**config.mk**
```make
export PLATFORM = sky130hd
export DESIGN_NAME = knn_ctrl
export DESIGN_NICKNAME = d
export VERILOG_FILES = /design/src/rtl/knn_ctrl.sv
export SDC_FILE = /design/constraint.sdc
export NUM_CORES = 1
export LEC_CHECK = 0
export ABC_AREA = 1
export BUFFER_PORTS_ARGS = -buffer_cell sky130_fd_sc_hd__buf_2
export CELL_PAD_IN_SITES_DETAIL_PLACEMENT = 1
export CELL_PAD_IN_SITES_GLOBAL_PLACEMENT = 2
export CORE_MARGIN = 2
export CORE_UTILIZATION = 25
export DETAILED_ROUTE_END_ITERATION = 10
export MAX_ROUTING_LAYER = met4
export PLACE_DENSITY_LB_ADDON = 0.1
export SYNTH_ARGS = -nofsm -noshare
export SYNTH_HDL_FRONTEND = slang
export SYNTH_SLANG_ARGS = --single-unit
```
**constraint.sdc**
```tcl
create_clock -name clk -period 12.29 [get_ports clk]
set_input_delay 3.687 -clock clk [delete_from_list [all_inputs] [get_ports clk]]
set_output_delay 3.687 -clock clk [all_outputs]
set_load 0.01 [all_outputs]
```
**src/rtl/knn_ctrl.sv**
```systemverilog
// Sequencer for the kNN distance core: streams data points per test point, keeps a sorted NBR_KNN list.
// Latency: 1 (LOAD) + nbr_datap (STREAM) + 1 (DRAIN) cycles per test point before the result is offered.
// Backpressure: RESULT holds res_valid/res_labels/res_idx until res_ready; no new reads are issued meanwhile.
module knn_ctrl #(
  parameter int DATA_W     = 32,
  parameter int LABEL_BITS = 8,
  parameter int NBR_KNN    = 4,
  parameter int ADDR_W     = 8
) (
  input  logic                         clk,
  input  logic                         rst,
  input  logic                         start,
  input  logic [ADDR_W-1:0]            nbr_testp,
  input  logic [ADDR_W-1:0]            nbr_datap,
  output logic                         busy,
  output logic                         done,
  output logic [ADDR_W-1:0]            test_addr,
  output logic                         test_rd,
  input  logic [DATA_W-1:0]            test_data,
  output logic [ADDR_W-1:0]            data_addr,
  output logic                         data_rd,
  input  logic [DATA_W-1:0]            data_in,
  input  logic [LABEL_BITS-1:0]        label_in,
  output logic                         core_en,
  output logic [DATA_W-1:0]            core_a,
  output logic [DATA_W-1:0]            core_b,
  input  logic [DATA_W-1:0]            distance,
  output logic                         res_valid,
  input  logic                         res_ready,
  output logic [ADDR_W-1:0]            res_idx,
  output logic [NBR_KNN*LABEL_BITS-1:0] res_labels
);

  typedef enum logic [2:0] {IDLE, LOAD, STREAM, DRAIN, RESULT} state_t;

  state_t                state;
  logic [ADDR_W-1:0]     tp;
  logic [ADDR_W-1:0]     dp;
  logic [ADDR_W-1:0]     ti;
  logic                  load_d;

  logic [DATA_W-1:0]     list_dist [NBR_KNN];
  logic [LABEL_BITS-1:0] list_lbl  [NBR_KNN];
  logic [DATA_W-1:0]     nxt_dist  [NBR_KNN];
  logic [LABEL_BITS-1:0] nxt_lbl   [NBR_KNN];
  logic [NBR_KNN-1:0]    lt;

  // The data word is only presented to the core in compare cycles, so core_b idles at zero.
  assign core_b  = core_en ? data_in : '0;
  assign res_idx = ti;

  // The list is sorted ascending, so lt is monotonic: once set, it stays set for all later slots.
  // Slot i takes the new entry at the first set bit, the entry above it if the bit below was set,
  // else keeps its value. A strict compare leaves equal distances behind earlier points and never
  // lets an all-ones distance in.
  for (genvar i = 0; i < NBR_KNN; i++) begin : g_ins
    assign lt[i] = distance < list_dist[i];
    assign res_labels[i*LABEL_BITS +: LABEL_BITS] = list_lbl[i];
    if (i == 0) begin : g_head
      assign nxt_dist[i] = lt[i] ? distance : list_dist[i];
      assign nxt_lbl[i]  = lt[i] ? label_in : list_lbl[i];
    end else begin : g_tail
      assign nxt_dist[i] = lt[i-1] ? list_dist[i-1] : (lt[i] ? distance : list_dist[i]);
      assign nxt_lbl[i]  = lt[i-1] ? list_lbl[i-1]  : (lt[i] ? label_in : list_lbl[i]);
    end
  end

  // Neighbour list: cleared on LOAD, one insert per core_en cycle.
  always_ff @(posedge clk or posedge rst) begin
    if (rst) begin
      for (int i = 0; i < NBR_KNN; i++) begin
        list_dist[i] <= '1;
        list_lbl[i]  <= '0;
      end
    end else if (state == LOAD) begin
      for (int i = 0; i < NBR_KNN; i++) begin
        list_dist[i] <= '1;
        list_lbl[i]  <= '0;
      end
    end else if (core_en) begin
      for (int i = 0; i < NBR_KNN; i++) begin
        list_dist[i] <= nxt_dist[i];
        list_lbl[i]  <= nxt_lbl[i];
      end
    end
  end

  // Capture the test point the cycle after its read strobe; it holds until the next LOAD.
  always_ff @(posedge clk or posedge rst) begin
    if (rst) begin
      load_d <= 1'b0;
      core_a <= '0;
    end else begin
      load_d <= (state == LOAD);
      if (load_d) begin
        core_a <= test_data;
      end
    end
  end

  // Run sequencer with registered strobes; core_en trails data_rd by the memory read latency.
  always_ff @(posedge clk or posedge rst) begin
    if (rst) begin
      state     <= IDLE;
      busy      <= 1'b0;
      done      <= 1'b0;
      test_rd   <= 1'b0;
      test_addr <= '0;
      data_rd   <= 1'b0;
      data_addr <= '0;
      core_en   <= 1'b0;
      res_valid <= 1'b0;
      tp        <= '0;
      dp        <= '0;
      ti        <= '0;
    end else begin
      done    <= 1'b0;
      core_en <= data_rd;
      case (state)
        IDLE: begin
          if (start) begin
            tp <= nbr_testp;
            dp <= nbr_datap;
            ti <= '0;
            if (nbr_testp == '0) begin
              done <= 1'b1;
            end else begin
              busy      <= 1'b1;
              test_rd   <= 1'b1;
              test_addr <= '0;
              state     <= LOAD;
            end
          end
        end
        LOAD: begin
          test_rd <= 1'b0;
          if (dp == '0) begin
            res_valid <= 1'b1;
            state     <= RESULT;
          end else begin
            data_rd   <= 1'b1;
            data_addr <= '0;
            state     <= STREAM;
          end
        end
        STREAM: begin
          // data_addr doubles as the stream counter; stopping at dp-1 avoids a wrap at full count.
          if (data_addr == dp - 1'b1) begin
            data_rd <= 1'b0;
            state   <= DRAIN;
          end else begin
            data_addr <= data_addr + 1'b1;
          end
        end
        DRAIN: begin
          res_valid <= 1'b1;
          state     <= RESULT;
        end
        RESULT: begin
          if (res_ready) begin
            res_valid <= 1'b0;
            ti        <= ti + 1'b1;
            if (ti == tp - 1'b1) begin
              done  <= 1'b1;
              busy  <= 1'b0;
              state <= IDLE;
            end else begin
              test_rd   <= 1'b1;
              test_addr <= ti + 1'b1;
              state     <= LOAD;
            end
          end
        end
        default: state <= IDLE;
      endcase
    end
  end

endmodule

```
Word-level counts from Yosys, hierarchy flattened
Cells that the tools add are included.
{"block": "op_classes", "addsub": 4, "magnitude_cmp": 4, "eq_ne": 15, "muxes": 56, "n_reduce_logical": 25}
{"op": "$mux 32", "n": 10}
{"op": "$mux 128", "n": 2}
{"op": "$lt 32x32->1", "n": 4}
{"op": "$mux 8", "n": 15}
{"op": "$pmux 8 s2", "n": 3}
{"op": "$add 8x1->8 const B", "n": 2}
{"op": "$eq 8x8->1", "n": 2}
{"op": "$logic_not 8->1", "n": 2}
{"op": "$ne 2x2->1 const B", "n": 8}
{"op": "$sub 8x1->8 const B", "n": 2}
{"op": "$mux 1", "n": 15}
{"op": "$mux 3", "n": 5}
{"op": "$pmux 3 s5", "n": 1}
{"op": "$reduce_and 5->1", "n": 3}
{"op": "$reduce_bool 3->1", "n": 5}
{"op": "$reduce_and 3->1", "n": 4}
{"op": "$reduce_and 2->1", "n": 5}
{"op": "$reduce_bool 2->1", "n": 4}
{"op": "$eq 3x2->1 const B", "n": 2}
{"op": "$pmux 1 s2", "n": 3}
{"op": "$pmux 1 s3", "n": 2}
{"op": "$reduce_and 4->1", "n": 1}
{"op": "$eq 3x1->1 const B", "n": 1}
{"op": "$eq 3x3->1 const B", "n": 1}
{"op": "other kinds (2)", "n": 2}
{"block": "totals", "ff_bits": 242, "input_bits": 124, "output_inout_bits": 126, "word_cells": 126}

Depth between registers and ports, before layout
Gate-level depths: netlist of run 1.
{"block": "depth", "ltp_word": 5, "ltp_mapped": 18}

Least setup slack after synthesis of run 1
Ideal clock, no wire load.
{"block": "synth_timing", "path_type": "input port to output port", "startpoint": "input port data_in[10]", "endpoint": "output port core_b[10]", "arrival_ps": 3818, "required_time_ps": 8603, "slack_ps": 4785, "path_stages": 2, "n_path_buf": 0, "cell_sequence": "nand2_1 inv_1"}
{"block": "synth_via", "elab_chain_cells": 1}
{"item": "start, declared", "line_no": "22", "source": "input logic [DATA_W-1:0] data_in,"}
{"item": "$mux 32", "line_no": "49", "source": "assign core_b = core_en ? data_in : '0;"}
{"item": "end, declared", "line_no": "26", "source": "output logic [DATA_W-1:0] core_b,"}
No other way between the ends.

Worst setup path after layout of run 1
{"block": "layout_timing", "startpoint": "input port data_in[14]", "endpoint": "output port core_b[14]"}
Same word-level chain as after synthesis.

==> summary by stage, run 1 <==
Synth
The dominant register cell in the synthesized netlist is sky130_fd_sc_hd__dfstp_2. For this run, the register share of the synthesized area comes to 0.397. When the netlist entered floorplanning its net count stood at 2338. The most common cell in the synthesized netlist is sky130_fd_sc_hd__nand2_1.

The number of enable flip-flop cells after synthesis is 0. The combined area of all synthesized cells is between 15000 and 20000 µm². The number of register bits inferred by synthesis is around 240. By count the netlist is led by sky130_fd_sc_hd__nand2_1 (602), sky130_fd_sc_hd__nand3_1 (330), sky130_fd_sc_hd__inv_1 (229). Synthesis produced a netlist whose cell count is 2085.

For this run, the number of Yosys warnings is 0. The mean post-synth cell area is between 7 and 8 µm². After synthesis, the share of flip-flops with an asynchronous set or reset is 1.00.

Ranked by total cell area, the synthesized netlist is headed by sky130_fd_sc_hd__dfstp_2 (21%), sky130_fd_sc_hd__dfrtp_1 (18%), sky130_fd_sc_hd__nand2_1 (14%), sky130_fd_sc_hd__nand3_1 (11%), sky130_fd_sc_hd__ha_1 (10%). The number of unique standard cell types used by synthesis is 39. Of the post-synthesis cell area, the dominant cell type holds 0.215. The biggest area contributor in the post-synthesis netlist is sky130_fd_sc_hd__dfstp_2.

Route
For this block, wires on met1 add up to 27300 µm. The wire length per cell is 18.9 µm. The routed length on met3 is 1830 µm. Dividing the detail-routed via count by the number of cells gives ~4.7.

Summed over all nets, wire length on met2 after detailed routing comes to a little under 30000 µm. Summed over all layers, the routed wires come to between 50000 and 60000 µm. The detail route stage leaves a number of antenna-violating nets equal to 0.

The uppermost layer routed is met4. The first routing iteration left just over 700 violations. The first detailed-routing pass took 4 iterations. The via total after detailed routing is around 15000. After detailed routing, the number of remaining DRC violations is 0.

Placed design
OpenSTA, run right after detailed placement, puts the worst setup slack at between 4 and 5 ns. The placer congestion estimate is ~0.76. The detailed placement HPWL is roughly 39000 µm. The count of buffers from port buffering is ~250.

STA
The maximum operating frequency is approximately 0.13 GHz. The total of endpoints with negative setup slack in the final report is 0. Measured against its own limit, the worst slew margin works out to 0.176. On the final layout, the worst clock skew is 0.0156 ns. The total count of max-transition violations in the final report is 0. The sum of negative setup slack is 0 ns. After layout, the minimum clock period comes to just under 8 ns. The final worst setup slack is 4.58 ns. The ratio of final minimum period to clock period is 0.627. The worst-margin pin slew is roughly 1.2 ns. The final number of hold-violating endpoints is 0. Setup repair after global routing left no endpoint under its margin.

Job
Max-cap violations in this run came to 0.

Hold path
The worst hold path startpoint is data_rd$_DFFE_PP0P_. The path class of the tightest hold or removal check is flip-flop to flip-flop.

Global routing
The initial antenna violation count is 5. The pin count of the biggest net entering global routing is between 100 and 150. In the global route stage, overall resource usage came out at 0.192. For this run the aggregate overflow at the end of global routing stands at 0. The global-route wire length before repair is ~94000 µm. The number of global-route vias before repair is between 15000 and 20000.

CTS
The total CTS buffers is 34. The number of hold buffers added after CTS was 0. Counting every sink on the clock net gives between 200 and 250. The post-cts gate resize count is 0.

The root buffer selected by CTS is sky130_fd_sc_hd__clkbuf_16. The clock reaches the later pin of the worst-skew pair after 0.55 ns. The number of H-tree branching levels is 2. The largest buffer count on any clock path is 3. Clock-pin slew was measured on the worst setup and hold paths at roughly 0.05 ns. The buffer count from post-CTS setup fixing is 0. TritonCTS built the clock tree.

Die
Row generation in the floorplan step produced 91 rows. The initial utilization of the core area, before any placement, comes to 0.253. The floorplan step defined a die boundary enclosing roughly 65000 µm².

Measured along the y axis, the die boundary spans between 200 and 300 µm. For this design the top-level I/O count stands at between 200 and 300. Measured along the x axis, the die boundary spans approximately 250 µm.

After floorplanning, the core was sized to cover 61800 µm².

Critical path
The kind of cell with the highest combined delay on the critical path is buffers and inverters. The critical path goes through buf_2 > nand2_1 > inv_1 > buf_2. Tracing the worst setup path back leads to its startpoint at data_in[14]. For the worst setup path, the data required time is around 8.6 ns. The library cell appearing most often on the critical path is sky130_fd_sc_hd__buf_2.

The worst path arrival time is 4.02 ns. The startpoint of the lowest-slack register-to-register path is list_dist[95]$_DFFE_PP1P_. The worst setup path is captured at a primary output. The launching element type of the critical path is a primary input. The worst setup path is of the primary input to primary output kind. The slowest stage of the critical path belongs to the cell sky130_fd_sc_hd__buf_2.

Together, buffers and inverters on the worst path number 3. For this run, the slowest stage of the critical path takes around 0.13 ns. Of all nets on the critical path, the largest fanout is 1.

Run status
The run finished with clean final reports.

Power and ir drop
The power density over the cells is around 320 nW/µm². Summed over all cells, the static leakage comes to 10.0 nW. The worst supply voltage drop on vdd is between 150 and 200 µV.

Layout
The number of nets in the layout is 2533. The area added between synthesis and finish is 20.8%. The post-layout utilization of the core is 0.306. Of the cells placed in the final design, the portion with a size suffix greater than 1 is 0.225. The fill cell total of the finished layout is between 7000 and 8000.
[cell type report]
cell class | count | area [µm²] | area share
Multi-Input combinational cell | 1499 | 8130 | 0.430
Sequential cell | 242 | 6220 | 0.329
Timing Repair Buffer | 271 | 1410 | 0.0746
Tap cell | 837 | 1050 | 0.0554
Clock buffer | 48 | 1000 | 0.0530
Inverter | 232 | 883 | 0.0467
Clock inverter | 14 | 211 | 0.0112
Antenna cell | 6 | 15.0 | 0.000794
[sequential cells by signal, indices dropped and copies added, names as in the netlist, 8 cells and up]
register    count
core_a         32
data_addr       8
res_idx         8
tp              8
test_addr       8
res_labels     32
dp              8
list_dist     128
[worst reg2reg max path, cell delays in order (launching register included)]
cell,delay (ns)
sky130_fd_sc_hd__dfstp_2,0.54
sky130_fd_sc_hd__inv_1,0.04
sky130_fd_sc_hd__ha_1,0.30
sky130_fd_sc_hd__nand4_1,0.10
sky130_fd_sc_hd__inv_1,0.12
sky130_fd_sc_hd__nand4_1,0.14
sky130_fd_sc_hd__a21oi_1,0.19
sky130_fd_sc_hd__nor2_2,0.06
sky130_fd_sc_hd__buf_4,0.30
sky130_fd_sc_hd__nand3_4,0.56
sky130_fd_sc_hd__buf_4,0.62
sky130_fd_sc_hd__nand3_2,0.64
sky130_fd_sc_hd__buf_4,0.46
sky130_fd_sc_hd__nand3_1,0.14
sky130_fd_sc_hd__nand2_1,0.07
[through the flow]
stage	instance area (µm²)	hold slack (ns)	cells	power, W
detailed placement	17700	0.389	3081	0.00505
global placement	17700	0.383	3081	0.00498
floorplan	15700	0.435	2085	0.00389
CTS	18900	0.405	3143	0.00619
finish	18900	0.400	3149	0.00605
global route	18900	0.418	3148	0.00670
[logic make-up (layout without fill, tap and decap cells)]
family | count (synthesis) | in the layout | share of synthesized area
multiplexers | 38 | 38 | 0.0273
other | 0 | 6 | 0
flip-flops | 242 | 242 | 0.397
XOR/XNOR | 26 | 26 | 0.0145
buffers and inverters | 344 | 565 | 0.0862
adder cells (fa/ha/maj) | 129 | 129 | 0.103
AND/OR/NAND/NOR | 1121 | 1121 | 0.310
AO/OA/AOI/OAI | 185 | 185 | 0.0617
[report_power, final]
group / internal [W] / switching (W)
registers: 0.00137 / 0.000266
logic: 0.00108 / 0.00224
clock network: 0.000676 / 0.000414
total: 0.00313 / 0.00292
[layer usage]
layer | vias to the layer above | track usage
met3 | 74 | 0.0304
met1 | 7375 | 0.244
li1 | 7217 | -
met5 | - | -
met2 | 170 | 0.319
met4 | 0 | 0.0467
[worst paths after layout]
kind,end,slack (ns),cells after the start
worst max-delay path,core_b[14],4.58,4
worst min-delay path,core_en$_DFF_PP0_,0.40,0
worst max register to register,res_labels[9]$_DFFE_PP0P_,7.89,14
worst min register to register,core_en$_DFF_PP0_,0.40,0
max in group asynchronous,core_a[15]$_DFFE_PP0P_,7.42,3
min in group asynchronous,data_addr[6]$_DFFE_PP0P_,3.33,2
[layout by cell type (no fill, tap or decap), types with 16 or more instances in the layout]
cell type,instances
sky130_fd_sc_hd__a21oi_1,75
sky130_fd_sc_hd__buf_2,249
sky130_fd_sc_hd__mux2_2,38
sky130_fd_sc_hd__dfstp_2,128
sky130_fd_sc_hd__nand2_1,598
sky130_fd_sc_hd__dfrtp_1,114
sky130_fd_sc_hd__o21ai_0,93
sky130_fd_sc_hd__clkbuf_16,34
sky130_fd_sc_hd__buf_4,22
sky130_fd_sc_hd__ha_1,129
sky130_fd_sc_hd__nor2_1,94
sky130_fd_sc_hd__nand4_1,57
sky130_fd_sc_hd__nand3_1,329
sky130_fd_sc_hd__inv_1,228
sky130_fd_sc_hd__nor3_1,16
(Power assumes the default switching activity.)
==> run 2, diff against run 1 <==
==> constraint.sdc (replaced) <==
create_clock -name clk -period 6.21 [get_ports clk]
set_input_delay 1.863 -clock clk [delete_from_list [all_inputs] [get_ports clk]]
set_output_delay 1.863 -clock clk [all_outputs]
set_load 0.01 [all_outputs]
==> run 2 against run 1 <==
Net effect:
- worst hold slack is essentially flat
- highest routed layer unchanged
- power grew 96%
- first-iteration DRC count is 18% lower
- clock-buffer cell count up 9
- non-clock buffer count grew 10
==> summary by stage, run 2 (synthesis results as in run 1) <==
Run status
The run finished with clean final reports.

Global routing
The first global-routing pass estimated ~94000 µm of wire. The number of global-route vias before repair came to between 15000 and 20000. Across every metal layer, demand over resource in global routing totals 0.191.

The leftover overflow at the end of global routing is 0. The initial antenna violation count is 7. Entering global routing, the biggest net connects 120 pins.

CTS
The TritonCTS clock tree is yes. Gates resized during post-CTS repair numbered 0. The largest buffer count on any clock path is 3. Buffers inserted during clock tree synthesis total 36. The clock input transition at the sequential cells of the worst setup and hold paths is approximately 0.06 ns. The tree is rooted in a sky130_fd_sc_hd__clkbuf_16. The clock latency reported for the late side of the worst-skew pair is approximately 0.56 ns. Counting every sink on the clock net gives approximately 240. Buffers added to address setup during post-CTS repair amount to 0. After clock tree synthesis, the flow added hold-fix buffers numbering 0. The number of H-tree branching levels is 2.

Critical path
In this run the critical register-to-register path is captured at res_labels[11]$_DFFE_PP0P_. STA classifies the critical path endpoint as a flip-flop. The end point of the critical path is res_labels[11]$_DFFE_PP0P_.

STA puts the critical path data required time at 6.71 ns. The startpoint of the lowest-slack register-to-register path is list_dist[95]$_DFFE_PP1P_. The launching element type of the critical path is a primary input. The worst setup slack for register-to-register paths is around 2.6 ns. The critical path starts at distance[31]. The worst path arrival time is 4.99 ns. The top fanout value on the critical path is 33. The classification of the worst setup path is primary input to flip-flop. The worst-case reg-to-reg path depth is 11.

Route
The first routing iteration left slightly below 600 violations. The final route contains ~15000 vias. The detailed-router iteration count before antenna repair is 4.

The post-detailed-route via-to-cell ratio is roughly 4.7. In the final routed layout, each cell accounts on average for 18.8 µm. After detailed routing, the number of remaining DRC violations is 0. The residual antenna-violating net count after detailed routing is 0.

The final wirelength is between 50000 and 60000 µm.

Layout
Leaving out fill and tap cells, the most frequent cells in the layout are sky130_fd_sc_hd__nand2_1 (598), sky130_fd_sc_hd__nand3_1 (329), sky130_fd_sc_hd__buf_2 (249). Of the cells placed in the final design, the portion with a size suffix greater than 1 is 0.227. The area added between synthesis and finish is 21.0%. The register bank with the most flops is list_dist. In the final design database the tool counted 2545 nets. The register with the most flip-flops in the layout has roughly 130 of them. The library cell used most frequently in the layout, excluding fill and tap cells, is sky130_fd_sc_hd__nand2_1.

Die
The die area is between 60000 and 70000 µm². The starting density of the core is 0.253. From left edge to right edge, the die measures around 250 µm. The height of the chip is 254 µm.

The standard cell core area is roughly 62000 µm². The floorplan row count is 91. The I/O pin count is 250.

STA
After routing, the total negative slack on setup checks comes to 0 ns. In the finished design, the share of the clock period the worst path needs comes to 0.723. Setup violations remaining at the end of the flow were counted as 0.

The relative slew slack is 0.282. The maximum operating frequency is ~0.22 GHz. The final worst setup slack is between 1.5 and 2 ns. For the final database, setup skew stands at 0.0193 ns.

Setup repair after global routing left no endpoint under its margin. The total count of max-transition violations in the final report came to 0. After layout, the minimum clock period comes to roughly 4.5 ns. The final number of hold-violating endpoints was 0.

For the pin with the worst max-slew slack, the measured transition is about 1.1 ns.

Placed design
The count of buffers from port buffering is about 250. At the end of routability-driven placement, the weighted congestion stood at roughly 0.76. The HPWL after detailed placement is about 41000 µm. The worst setup slack after placement is 1.05 ns.

Power and ir drop
Across the VDD grid, the largest voltage drop is ~370 µV. The power density over the cells is around 630 nW/µm². The analysis attributes to cell leakage a power of about 10 nW.

Hold path
The class of the tightest hold or removal check is flip-flop to flip-flop. In this run the most critical hold path is launched from data_rd$_DFFE_PP0P_.

Job
The max-cap check violation count is 0.
[run 2: worst min path at each step]
stage,cells after the start,slack [ns],endpoint
CTS,0,0.41,core_en$_DFF_PP0_
floorplan,0,0.43,core_en$_DFF_PP0_
global placement,0,0.39,core_en$_DFF_PP0_
global route,0,0.43,core_en$_DFF_PP0_
finish,0,0.40,core_en$_DFF_PP0_
detailed placement,0,0.39,core_en$_DFF_PP0_
[run 2: area by class of cell]
cell class / instances / area [µm²]
sequential: 242 / 6220
multi-input combinational: 1499 / 8130
clock inverter: 9 / 104
inverter: 232 / 880
antenna: 6 / 15.0
timing repair buffer: 281 / 1500
fill: 7532 / 42900
clock buffer: 57 / 1060
tap: 837 / 1050
[run 2: metal layers]
| metal | vias up | GRT usage | share of wire |
|---|---|---|---|
| li1 | 7257 | - | - |
| met1 | 7271 | 0.243 | 0.46 |
| met2 | 161 | 0.321 | 0.49 |
| met3 | 69 | 0.0273 | 0.030 |
| met4 | 0 | 0.0459 | 0.020 |
| met5 | - | - | 0 |
[run 2: where the power goes]
group	leakage, nW	switching [W]	total (W)	internal [W]
Combinational	6.71	0.00440	0.00657	0.00217
Clock	0.571	0.000827	0.00205	0.00122
Sequential	2.76	0.000534	0.00325	0.00272
[run 2: metrics by stage]
step	area (µm²)	util	hold slack (ns)	cells	total power (W)
2_1_floorplan	15700	-	0.435	2085	0.00770
3_3_place_gp	17800	0.287	0.385	3091	0.00984
3_5_place_dp	17800	0.287	0.391	3091	0.0100
4_1_cts	18900	0.306	0.406	3157	0.0122
5_1_grt	19000	0.307	0.427	3163	0.0132
6_report	19000	0.307	0.400	3163	0.0119
[run 2: critical path, stage by stage]
cell,delay [ns]
sky130_fd_sc_hd__buf_2,0.16
sky130_fd_sc_hd__ha_1,0.35
sky130_fd_sc_hd__a21oi_1,0.26
sky130_fd_sc_hd__o211ai_1,0.16
sky130_fd_sc_hd__nor2_2,0.55
sky130_fd_sc_hd__buf_4,0.42
sky130_fd_sc_hd__nand3_4,0.45
sky130_fd_sc_hd__nand3_2,0.20
sky130_fd_sc_hd__buf_4,0.33
sky130_fd_sc_hd__nand3_1,0.12
sky130_fd_sc_hd__nand2_1,0.09
==> run 3, diff against run 2 <==
==> constraint.sdc (replaced) <==
create_clock -name clk -period 4.55 [get_ports clk]
set_input_delay 1.365 -clock clk [delete_from_list [all_inputs] [get_ports clk]]
set_output_delay 1.365 -clock clk [all_outputs]
set_load 0.01 [all_outputs]
==> run 3 against run 2 <==
Net effect:
- critical path depth up 1
- clock-buffer cell count down 4
- combinational power up 39%
- routed wire length shrank 0.76%
- setup slack worse by 0.69 ns
- sequential cell count stayed put
- critical endpoint is now list_dist[70]$_DFFE_PP1P_
- global-route usage down 0.25 points
==> summary by stage, run 3 (synthesis results as in run 1) <==
Critical path
The signal on the critical path passes through buf_2 > buf_4 > ha_1 > nand2_1 > inv_1 > nand4_1 > nor3_1 > nand2_1 > nand3_4 > buf_4 > nand4_1 > nand2_1. The top fanout value on the critical path is 56. On the critical path, the stage with the largest delay is an instance of sky130_fd_sc_hd__buf_4. The kind of cell with the highest combined delay on the critical path is simple AND/OR/NAND/NOR gates. The worst setup path is launched from a primary input. The kind of end point of the critical path is a flip-flop. At the worst endpoint, the required time is between 5 and 6 ns. The largest single stage delay on the critical path is between 0.6 and 0.7 ns. Among the stages of the critical path, the cell type that occurs most often is sky130_fd_sc_hd__nand2_1. The worst path arrival time is about 4 ns.

The critical path runs through a total of 12 cells. The number of cells on the worst reg-to-reg path is 11. The number of buffers and inverters on the critical path is 4. The classification of the worst setup path is primary input to flip-flop.

Route
The post-route DRC violation count is 0. The final layout contains routed wiring with a total length of just under 60000 µm. The detailed-router iteration count before antenna repair is 4. In the final routed layout, each cell accounts on average for 18.6 µm. The residual antenna-violating net count after detailed routing is 0. Dividing the detail-routed via count by the number of cells gives approximately 4.7. The detailed router's first-iteration violation count is around 570. The via total after detailed routing is approximately 15000.

Global routing
Entering global routing, the biggest net connects 98 pins. The met1 layer usage reported by global route is 0.242. The initial antenna violation count is 5.

The number of global-route vias before repair is around 16000. The total routing resource utilization after global routing is 0.189. The first global-routing pass estimated between 90000 and 100000 µm of wire. The routing usage on met2 is 0.310. met2 is the most crowded layer. In the global route stage, met3 resource usage came out at 0.0265. The leftover overflow at the end of global routing is 0.

STA
The total count of max-transition violations in the final report is 0. In the finished design, the share of the clock period the worst path needs comes to 0.773. The final worst setup slack is between 1 and 1.5 ns. The sum of negative setup slack is 0 ns. The relative slew slack is 0.488. Setup repair after global routing left no endpoint under its margin. The clock arrives with around 0.011 ns of skew. The final number of hold-violating endpoints is 0. Subtracting the final worst setup slack from the clock period gives 3.52 ns. Timing would allow up to 0.284 GHz. Setup violations remaining at the end of the flow were counted as 0. The worst-margin pin slew is about 0.77 ns.

Layout
Ranked by flip-flop count, first place goes to list_dist. Compared with the post-synthesis result, the final layout area differs by 21.7%. Summing all multi-input logic gate instances after layout gives 8130 µm². The sequential standard cell area is ~6200 µm². The most common cell after layout, fill and taps aside is sky130_fd_sc_hd__nand2_1. The register with the most flip-flops in the layout has between 100 and 150 of them. The fill cell total of the finished layout is ~7500. The top cell types in the final layout, fill and taps aside, are sky130_fd_sc_hd__nand2_1 (598), sky130_fd_sc_hd__nand3_1 (329), sky130_fd_sc_hd__buf_2 (249).

The number of nets in the layout is around 2600. The share of final-layout standard cells stronger than drive strength 1 is 0.230.

CTS
In this run, post-CTS repair resized a total of 0 instances. The number of hold buffers added after CTS was 0. The clock latency reported for the late side of the worst-skew pair is 0.54 ns. CTS saw around 240 sinks.

The total CTS buffers is 35. The buffer count from post-CTS setup fixing is 0. Clock-pin slew was measured on the worst setup and hold paths at 0.05 ns.

The tree is rooted in a sky130_fd_sc_hd__clkbuf_16. No sink is reached through more buffers than the 3 on the longest clock path. The clock tree synthesis step divided the H-tree into 2 levels. The TritonCTS clock tree is yes.

Placed design
The placer congestion estimate is about 0.8. Before CTS, the worst setup slack after placement is approximately 0.47 ns. The detailed placement HPWL is about 41000 µm.

Buffers placed on the I/O ports in this run total about 250.

Die
The height of the chip is 254 µm. The floorplan has 91 rows. The horizontal die dimension is 254 µm. The die area is 64700 µm². During I/O placement, the number of pins put on the boundary was 250. The core region is around 62000 µm².

The initial utilization of the core area, before any placement, comes to 0.253.

Power and ir drop
Total power for the finished layout comes to 0.0163 W. For this design the ratio of total power to cell area is 856 nW/µm². The worst supply voltage drop on vdd is between 500 and 600 µV. In this run the static leakage power is a little over 10 nW.

Hold path
Counting instances, the worst hold path has a depth of 0. The class of the tightest hold or removal check is flip-flop to flip-flop.

Job
The max-cap check violation count is 0.

Run status
The run finished with clean final reports.
## run 3: cell types whose count changed in the layout (fill, tap and decap cells not counted)
cell                        before  now
sky130_fd_sc_hd__clkbuf_1       13    9
sky130_fd_sc_hd__clkbuf_16      36   37
sky130_fd_sc_hd__diode_2         6    5
sky130_fd_sc_hd__clkinv_2        5    7
sky130_fd_sc_hd__clkinv_8        3    0
sky130_fd_sc_hd__buf_4          31   37
sky130_fd_sc_hd__clkbuf_8        8    7
sky130_fd_sc_hd__bufinv_16       1    2
sky130_fd_sc_hd__buf_12          1    5
## run 3: through the flow
step	cell area, µm²	util	std cells	hold slack [ns]
final	19100	0.308	3168	0.395
after floorplan	15700	-	2085	0.435
after detailed placement	17900	0.289	3101	0.388
after CTS	19000	0.308	3163	0.401
after global placement	17900	0.289	3101	0.382
after global routing	19100	0.308	3168	0.417
## run 3: worst reg2reg max path, cell delays in order (launching register included)
cell                      delay (ns)
sky130_fd_sc_hd__dfstp_2        0.56
sky130_fd_sc_hd__inv_1          0.05
sky130_fd_sc_hd__ha_1           0.30
sky130_fd_sc_hd__nand4_1        0.11
sky130_fd_sc_hd__inv_1          0.10
sky130_fd_sc_hd__nand4_1        0.19
sky130_fd_sc_hd__nor3_1         0.29
sky130_fd_sc_hd__nand2_1        0.32
sky130_fd_sc_hd__nand3_4        0.16
sky130_fd_sc_hd__buf_4          0.63
sky130_fd_sc_hd__nand4_1        0.19
sky130_fd_sc_hd__nand2_1        0.12
## run 3: layout make-up
class | count | share of cell area
Sequential cell | 242 | 0.326
Inverter | 232 | 0.0461
Multi-Input combinational cell | 1499 | 0.427
Clock buffer | 53 | 0.0554
Tap cell | 837 | 0.0549
Timing Repair Buffer | 291 | 0.0852
Clock inverter | 9 | 0.00499
Antenna cell | 5 | 0.000656
## run 3: worst paths after layout
check                      slack [ns]                 startpoint                        end
min in group asynchronous        1.13                        rst  list_dist[26]$_DFFE_PP1P_
hold / removal                   0.40        data_rd$_DFFE_PP0P_          core_en$_DFF_PP0_
setup / recovery                 1.03               distance[27]  list_dist[70]$_DFFE_PP1P_
hold reg to reg                  0.40        data_rd$_DFFE_PP0P_          core_en$_DFF_PP0_
max in group asynchronous        2.75                        rst   test_addr[6]$_DFFE_PP0P_
setup reg to reg                 1.47  list_dist[95]$_DFFE_PP1P_  list_dist[70]$_DFFE_PP1P_
## run 3: layer usage
metal	vias up	part of all wire
met4	0	0.026
met2	149	0.48
met3	72	0.031
met5	-	0
met1	7249	0.46
li1	7270	-
## run 3: power by group
| group | internal, W | switching [W] | total, W | leakage [nW] |
|---|---|---|---|---|
| clock network | 0.00171 | 0.00108 | 0.00279 | 0.573 |
| logic | 0.00307 | 0.00603 | 0.00910 | 6.78 |
| registers | 0.00371 | 0.000717 | 0.00443 | 2.76 |
| total | 0.00849 | 0.00783 | 0.0163 | 10.1 |
